[config.mk]
export PLATFORM = sky130hd
export DESIGN_NAME = instr_shift_register
export DESIGN_NICKNAME = d
export VERILOG_FILES = /design/src/rtl/instr_shift_register_pkg.sv /design/src/rtl/instr_shift_register_stage_counter.sv /design/src/rtl/instr_shift_register.sv
export SDC_FILE = /design/constraint.sdc
export NUM_CORES = 1
export LEC_CHECK = 0
export ABC_AREA = 1
export ABC_CLOCK_PERIOD_IN_PS = 1800
export CAP_MARGIN = 5
export CELL_PAD_IN_SITES_DETAIL_PLACEMENT = 0
export CELL_PAD_IN_SITES_GLOBAL_PLACEMENT = 1
export CORE_ASPECT_RATIO = 0.5
export CORE_MARGIN = 2
export CORE_UTILIZATION = 37
export CTS_CLUSTER_SIZE = 28
export DETAILED_ROUTE_END_ITERATION = 8
export PLACE_DENSITY_LB_ADDON = 0.1
export SKIP_CTS_REPAIR_TIMING = 1
export SYNTH_ARGS = -nofsm -noshare
export SYNTH_HDL_FRONTEND = slang
export SYNTH_HIERARCHICAL = 1
export SYNTH_SLANG_ARGS = --single-unit
export TNS_END_PERCENT = 20
[constraint.sdc]
create_clock -name clk -period 1.8 [get_ports clk]
set_clock_uncertainty 0.1 [all_clocks]
set_input_delay 0.27 -clock clk [delete_from_list [all_inputs] [get_ports clk]]
set_output_delay 0.27 -clock clk [all_outputs]
set_load 0.02 [all_outputs]
[src/rtl/instr_shift_register_pkg.sv]
// Shared data-flow definitions for the serial instruction path and the
// downstream test unit: field widths, field offsets and FSM state encoding.
package instr_shift_register_pkg;

  // Instruction word layout (LSB first on the serial line).
  localparam int WORD_LENGTH_DEF = 20;
  localparam int ADDR_BITS_DEF   = 10;
  localparam int B_BITS_DEF      = 3;
  localparam int SPARE_BITS_DEF  = 1;
  localparam int FUNC_BITS_DEF   = 6;
  localparam int PS_BITS_DEF     = 2;

  // Field offsets inside the assembled word.
  localparam int ADDR_LSB  = 0;
  localparam int B_LSB     = ADDR_LSB + ADDR_BITS_DEF;
  localparam int SPARE_LSB = B_LSB + B_BITS_DEF;
  localparam int FUNC_LSB  = SPARE_LSB + SPARE_BITS_DEF;

  // Receiver FSM states.
  typedef enum logic [1:0] {
    ST_IDLE  = 2'd0,
    ST_SHIFT = 2'd1,
    ST_HOLD  = 2'd2
  } isr_state_e;

endpackage

[src/rtl/instr_shift_register_stage_counter.sv]
// stage_counter: free-running stage count while an instruction is held,
// plus the final-stage action pulse for the downstream test unit.
module stage_counter #(
  parameter int PS_BITS = 2
) (
  input  logic               clk,
  input  logic               rst,
  input  logic               hold_active,   // receiver is in HOLD this cycle
  input  logic               hold_stay,     // receiver stays in HOLD next cycle
  output logic [PS_BITS-1:0] ps,
  output logic               action_trigger
);

  // Count up while HOLD persists; any cycle that does not continue HOLD
  // (entry from SHIFT, exit on consume, idle, reset) leaves the count at 0.
  always_ff @(posedge clk) begin
    if (rst || !hold_stay) begin
      ps <= '0;
    end else begin
      ps <= ps + 1'b1;
    end
  end

  // Final stage is the all-ones count; never asserted outside HOLD.
  always_comb begin
    action_trigger = hold_active && (ps == {PS_BITS{1'b1}});
  end

endmodule

[src/rtl/instr_shift_register.sv]
// instr_shift_register: assembles a serial LSB-first instruction word,
// decodes it into fields and holds it for the test unit until consumed.
//
// Handshake: ready=1 (IDLE only) means a ser_en&word_start bit will be taken
// as bit 0 of a new word. instr_valid=1 means the field outputs hold a
// complete instruction; the consumer pulses consume for one cycle to release
// it. A word_start arriving while an instruction is held is dropped and
// reported on overrun_err.
module instr_shift_register
  import instr_shift_register_pkg::*;
#(
  parameter int WORD_LENGTH = WORD_LENGTH_DEF,
  parameter int ADDR_BITS   = ADDR_BITS_DEF,
  parameter int B_BITS      = B_BITS_DEF,
  parameter int SPARE_BITS  = SPARE_BITS_DEF,
  parameter int FUNC_BITS   = FUNC_BITS_DEF,
  parameter int PS_BITS     = PS_BITS_DEF
) (
  input  logic                  clk,
  input  logic                  rst,
  input  logic                  ser_in,
  input  logic                  ser_en,
  input  logic                  word_start,
  input  logic                  consume,
  output logic                  ready,
  output logic                  instr_valid,
  output logic [ADDR_BITS-1:0]  instr_addr,
  output logic [B_BITS-1:0]     instr_b,
  output logic [SPARE_BITS-1:0] instr_spare,
  output logic [FUNC_BITS-1:0]  instr_func,
  output logic [PS_BITS-1:0]    ps,
  output logic                  action_trigger,
  output logic                  framing_err,
  output logic                  overrun_err,
  output logic [1:0]            state_dbg
);

  localparam int CNT_W = $clog2(WORD_LENGTH);
  localparam logic [CNT_W-1:0] LAST_BIT = CNT_W'(WORD_LENGTH - 1);

  isr_state_e             state, state_next;
  logic [WORD_LENGTH-1:0] word, word_next;
  logic [CNT_W-1:0]       cnt, cnt_next;
  logic                   load_fields;
  logic                   framing_next;
  logic                   overrun_next;

  // Next-state, word assembly and error-pulse decisions.
  always_comb begin
    state_next   = state;
    word_next    = word;
    cnt_next     = cnt;
    load_fields  = 1'b0;
    framing_next = 1'b0;
    overrun_next = 1'b0;
    case (state)
      ST_IDLE: begin
        // Bits without word_start are not part of any word: ignore them.
        if (ser_en && word_start) begin
          word_next[0] = ser_in;
          cnt_next     = CNT_W'(1);
          state_next   = ST_SHIFT;
        end
      end
      ST_SHIFT: begin
        if (ser_en) begin
          if (word_start) begin
            // Unexpected start mid-word: resynchronise on the new word.
            word_next[0] = ser_in;
            cnt_next     = CNT_W'(1);
            framing_next = 1'b1;
          end else begin
            word_next[cnt] = ser_in;
            if (cnt == LAST_BIT) begin
              cnt_next    = '0;
              load_fields = 1'b1;
              state_next  = ST_HOLD;
            end else begin
              cnt_next = cnt + 1'b1;
            end
          end
        end
      end
      ST_HOLD: begin
        if (ser_en && word_start) begin
          overrun_next = 1'b1;
        end
        if (consume) begin
          state_next = ST_IDLE;
        end
      end
      default: begin
        state_next = ST_IDLE;
      end
    endcase
  end

  // State, shift register, counters and error pulses.
  always_ff @(posedge clk) begin
    if (rst) begin
      state       <= ST_IDLE;
      word        <= '0;
      cnt         <= '0;
      framing_err <= 1'b0;
      overrun_err <= 1'b0;
    end else begin
      state       <= state_next;
      word        <= word_next;
      cnt         <= cnt_next;
      framing_err <= framing_next;
      overrun_err <= overrun_next;
    end
  end

  // Field outputs update only on the edge that completes a word.
  always_ff @(posedge clk) begin
    if (rst) begin
      instr_addr  <= '0;
      instr_b     <= '0;
      instr_spare <= '0;
      instr_func  <= '0;
    end else if (load_fields) begin
      instr_addr  <= word_next[ADDR_LSB  +: ADDR_BITS];
      instr_b     <= word_next[B_LSB     +: B_BITS];
      instr_spare <= word_next[SPARE_LSB +: SPARE_BITS];
      instr_func  <= word_next[FUNC_LSB  +: FUNC_BITS];
    end
  end

  // Status outputs are pure functions of the current state.
  always_comb begin
    ready       = (state == ST_IDLE);
    instr_valid = (state == ST_HOLD);
    state_dbg   = state;
  end

  stage_counter #(
    .PS_BITS (PS_BITS)
  ) u_stage_counter (
    .clk            (clk),
    .rst            (rst),
    .hold_active    (state == ST_HOLD),
    .hold_stay      ((state == ST_HOLD) && (state_next == ST_HOLD)),
    .ps             (ps),
    .action_trigger (action_trigger)
  );

endmodule

# Word-level counts from Yosys, hierarchy flattened
# Cells that the tools add are included.
dict set report totals {
  output_inout_bits 29
  reg_bits 51
}
dict set report classes {
  n_eq_ne 7
  magnitude_cmp 2
  bitwise 3
  addsub 2
  n_reduce_logical 11
  n_mux 26
}
# cell n
set op_table {}
lappend op_table {{19-bit 2-to-1 mux} 2}
lappend op_table {{20-bit bitwise mux} 1}
lappend op_table {{20-bit 2-to-1 mux} 1}
lappend op_table {{5-bit 2-to-1 mux} 4}
lappend op_table {{2-bit 2-to-1 mux} 5}
lappend op_table {{5-bit one-hot mux with 2 select lines} 1}
lappend op_table {{1-bit 2-to-1 mux} 9}
lappend op_table {{2-bit equality test (second input constant)} 3}
lappend op_table {{5-bit by 6-bit < comparator with 1-bit output (second input constant)} 1}
lappend op_table {{2-bit one-hot mux with 3 select lines} 1}
lappend op_table {{5-bit by 1-bit adder with 5-bit output (second input constant)} 1}
lappend op_table {{1-bit demux with 5-bit select} 1}
lappend op_table {{5-bit equality test (second input constant)} 1}
lappend op_table {{5-bit by 1-bit greater-or-equal comparator with 1-bit output (second input constant)} 1}
lappend op_table {{1-bit logical AND} 4}
lappend op_table {{1-bit inverter} 3}
lappend op_table {{3-bit AND reduction} 1}
lappend op_table {{3-bit OR reduction} 1}
lappend op_table {{2-bit by 1-bit adder with 2-bit output (second input constant)} 1}
lappend op_table {{2-bit by 1-bit equality test with 1-bit output (second input constant)} 1}
lappend op_table {{2-bit logical NOT} 1}
lappend op_table {{2-bit by 1-bit != test with 1-bit output (second input constant)} 1}
lappend op_table {{2-bit != test (second input constant)} 1}
lappend op_table {{1-bit one-hot mux with 2 select lines} 1}
lappend op_table {{other kinds (4)} 4}

# Logic depth before layout (Yosys ltp)
dict set report depth {
  depth_word 9
  mapped_depth 10
  ltp_nobuf 10
}

# Cells and area by module
# The synthesis kept the hierarchy.
# mod n_inst seq_area_each_um2 cells_each area_per_inst_um2
set by_module_without_submodules {}
lappend by_module_without_submodules {instr_shift_register 1 960.9 280 2029.4}
lappend by_module_without_submodules {stage_counter 1 40.0 10 78.8}

# Least setup slack after synthesis
# Ideal clock, no wire load.
dict set report synth_path {
  path_kind {register to output}
  start {register state[1], in the netlist state_dbg[1]}
  end {output port action_trigger}
  required_ns 1.430
  setup_slack_ns 0.202
  n_path_buf 0
  t_arrival_ns 1.228
  path_stages_with_launch 5
  path_cell_list {dfxtp_1 > inv_1 > nor2_1 > nand2_1 > inv_1}
}
dict set report synth_between {
  elab_chain_len 2
}
# element line_no
set synth_rtl {}
lappend synth_rtl {{start: declaration} instr_shift_register.sv:41} ;# isr_state_e state, state_next;
lappend synth_rtl {{start signal: assignment} instr_shift_register.sv:107} ;# state <= state_next;
lappend synth_rtl {{2-bit equality test} --}
lappend synth_rtl {{via instr_valid} instr_shift_register.sv:26} ;# output logic instr_valid,
lappend synth_rtl {{1-bit logical AND} instr_shift_register_stage_counter.sv:26} ;# action_trigger = hold_active && (ps == {PS_BITS{1'b1}});
lappend synth_rtl {{end: declaration} instr_shift_register.sv:32} ;# output logic action_trigger,
# The timed path passes the listed nets, and every way through them passes these cells.

# Worst setup path after layout
dict set report layout_path {
  start {register state[0], in the netlist state_dbg[0]}
  end {output port state_dbg[0]}
}
# element line_no
set layout_lines {}
lappend layout_lines {{end: declaration} instr_shift_register.sv:35} ;# output logic [1:0] state_dbg
# No word-level cell between the ends.

==> metrics.cfg <==
[placed_design]
place_congestion=0.877
place_ws_ns=-0.169
io_buffers=34
dp_hpwl_um=3410

[synthesis]
ys_types=25
synth_common_cells=54 x nand2_1, 50 x dfxtp_1, 39 x inv_1, 38 x nor2_1, 22 x a21oi_1
synth.most_common_cell=nand2_1
synthCells=290
synth_top_area_frac=0.475
synthFlopType=dfxtp_1
yosysTopAreaCell=dfxtp_1
synth_area_um2=2110
synth_edf_count=0
synthArstFlopShare=0
synth-seq-cells=50
syn-num-nets=301
yosysWarnings=6
syn_area_per_cell_um2=7.27
seq_area_frac_synth=0.475
synth_area_leaders=dfxtp_1 47%, nand2_1 9.6%, inv_1 6.9%

[detailed_routing]
routed_wl_um=4980
dr_total_vias=1891
drtIter0Drc=103
via_per_inst=4.62
wl_per_cell_um=12.2
drtAntennaViolNets=0
drc=0
drt_pass1_iterations=4

[outcome]
status=finished, final reports clean

[global_routing]
grt_pass1_wl_um=8450
overflow=0
grt_pass1_vias=1769
grt_max_degree=37
grt.total_usage=0.167
antenna_found_initial=0

[clock_network]
cts_inserted_buffers=5
path_clk_slew_ns=0.07
cts_tree=done
h-tree-depth=2
clock_latency_ns=0.28
cts_num_sinks=50
clockBufferDepth=2
cts_root_buffer=clkbuf_16

[die]
die_x_um=111
die_h_um=57.4
die_area_um2=6350
initial_utilization=0.384
num_rows=19
top_level_ports=35
core-area_um2=5490

[critical_path]
worst-path-buf-inv=1
path_delay_family=buffers and inverters
startpoint_type=flop
required_ns=1.43
r2r_start=cnt[1]$_SDFFE_PP0P_
worst-r2r-cell-count=6
worstReg2RegEnd=instr_b[1]$_SDFFE_PP0P_
crit_fanout=6
slowest_delay_ns=0.62
path_cells=clkdlybuf4s50_1
critPathSlowestCell=clkdlybuf4s50_1
endpoint_kind=primary output
r2r_slack_ns=0.16
crit_arrival_ns=1.30
worstSetupPathType=flop to primary output

[final_layout]
num_antenna_cells=0
fin_util=0.512
nFillCells=571
area_growth_pct=33.5
num-nets-final=346
drive_gt1_frac=0.101

[pwr]
peakVddDrop_uv=431
power.density_nw_per_um2=838
p_leak_nw=1.26

[sta]
setup_slack_ns=0.135
fmax_ghz=0.601
period_minus_slack_ns=1.67
grt_setup_unrepaired=false
period_share=0.925
final_hold_viol_count=0
finalSetupViolCount=0
tightest_slew_ns=0.686
slew-limit-headroom=0.542
slew_viol_final=0
tns_ns=0

[flow_run]
maxCapViolCount=0

[hold_path]
hold_path.class=flop to flop
hold_depth=1
worst_hold_startpoint=u_stage_counter/ps[0]$_SDFF_PP0_
hold_end=u_stage_counter/ps[0]$_SDFF_PP0_

==> worst register-to-register path: stages (launching register included) <==
cell	delay, ns
dfxtp_1	0.41
ha_2	0.25
inv_1	0.09
nor3_4	0.26
buf_12	0.23
o21ai_1	0.09
a21oi_1	0.15
==> power by group <==
part | internal [mW] | total [mW] | switching (mW)
Clock | 0.699 | 1.12 | 0.420
Combinational | 0.0465 | 0.121 | 0.0742
Sequential | 1.11 | 1.12 | 0.00619
Total | 1.86 | 2.36 | 0.500
==> sequential cells by signal, indices dropped and copies added (netlist names) <==
name	cells
word	19
instr_addr	10
instr_func	6
cnt	5
instr_b	3
state_dbg	2
u_stage_counter/ps	2
framing_err	1
instr_spare	1
overrun_err	1
==> cell usage in the layout, fill, tap and decap left out, types with 2 or more instances in the layout <==
cell type | Yosys | routed
nand2_1 | 54 | 54
dfxtp_1 | 50 | 49
o21ai_0 | 21 | 14
a21oi_1 | 22 | 22
o21ai_1 | 18 | 25
nor3_1 | 8 | 7
clkdlybuf4s50_1 | 0 | 30
nand3_1 | 9 | 9
inv_1 | 39 | 39
ha_1 | 5 | 4
buf_4 | 2 | 14
dlymetal6s2s_1 | 0 | 4
clkbuf_16 | 0 | 5
nand4_1 | 2 | 2
inv_2 | 3 | 3
nor2_1 | 38 | 37
a22oi_1 | 2 | 2
==> cell type report <==
type	instances	area, um2	share of cell area
inverter	42	158	0.0560
clock buffer	6	139	0.0494
tap	73	91.3	0.0325
timing repair buffer	49	475	0.169
clock inverter	2	38.8	0.0138
sequential	50	1000	0.356
multi-input combinational	187	910	0.323
==> metal layers <==
layer  vias to the layer above  wire (um)  track usage
met5                         -          0            0
met4                         0         15       0.0429
met3                         2        271       0.0425
met2                        44       1980        0.259
met1                       829       2710        0.235
li1                       1016          -            -
==> cell families after synthesis <==
kind of cell,after synthesis,synth area share
AND/OR/NAND/NOR,115,0.231
AO/OA/AOI/OAI,66,0.162
buffers and inverters,53,0.0985
flip-flops,50,0.475
adder cells (fa/ha/maj),5,0.0297
XOR/XNOR,1,0.00416
==> metrics by stage <==
step | hold WS, ns | power [mW] | area (um2) | cells
global route | 0.363 | 2.44 | 2810 | 409
CTS | 0.353 | 2.38 | 2790 | 409
finish | 0.348 | 2.36 | 2810 | 409
global placement | 0.329 | 1.26 | 2620 | 401
floorplan | 0.330 | 1.21 | 2110 | 290
detailed placement | 0.339 | 1.26 | 2620 | 401
==> worst max path at each step <==
stage	cells past startpoint	slack [ns]	endpoint	start
final	1	0.13	state_dbg[0]	state_dbg[0]$_SDFF_PP0_
after global routing	8	0.01	instr_addr[5]$_SDFFE_PP0P_	state_dbg[1]$_SDFF_PP0_
after CTS	5	-0.17	action_trigger	state_dbg[1]$_SDFF_PP0_
after detailed placement	8	-0.17	instr_addr[7]$_SDFFE_PP0P_	ser_en
after global placement	8	-0.15	instr_addr[7]$_SDFFE_PP0P_	ser_en
after floorplan	4	0.20	action_trigger	state_dbg[1]$_SDFF_PP0_
(Power assumes the default switching activity.)
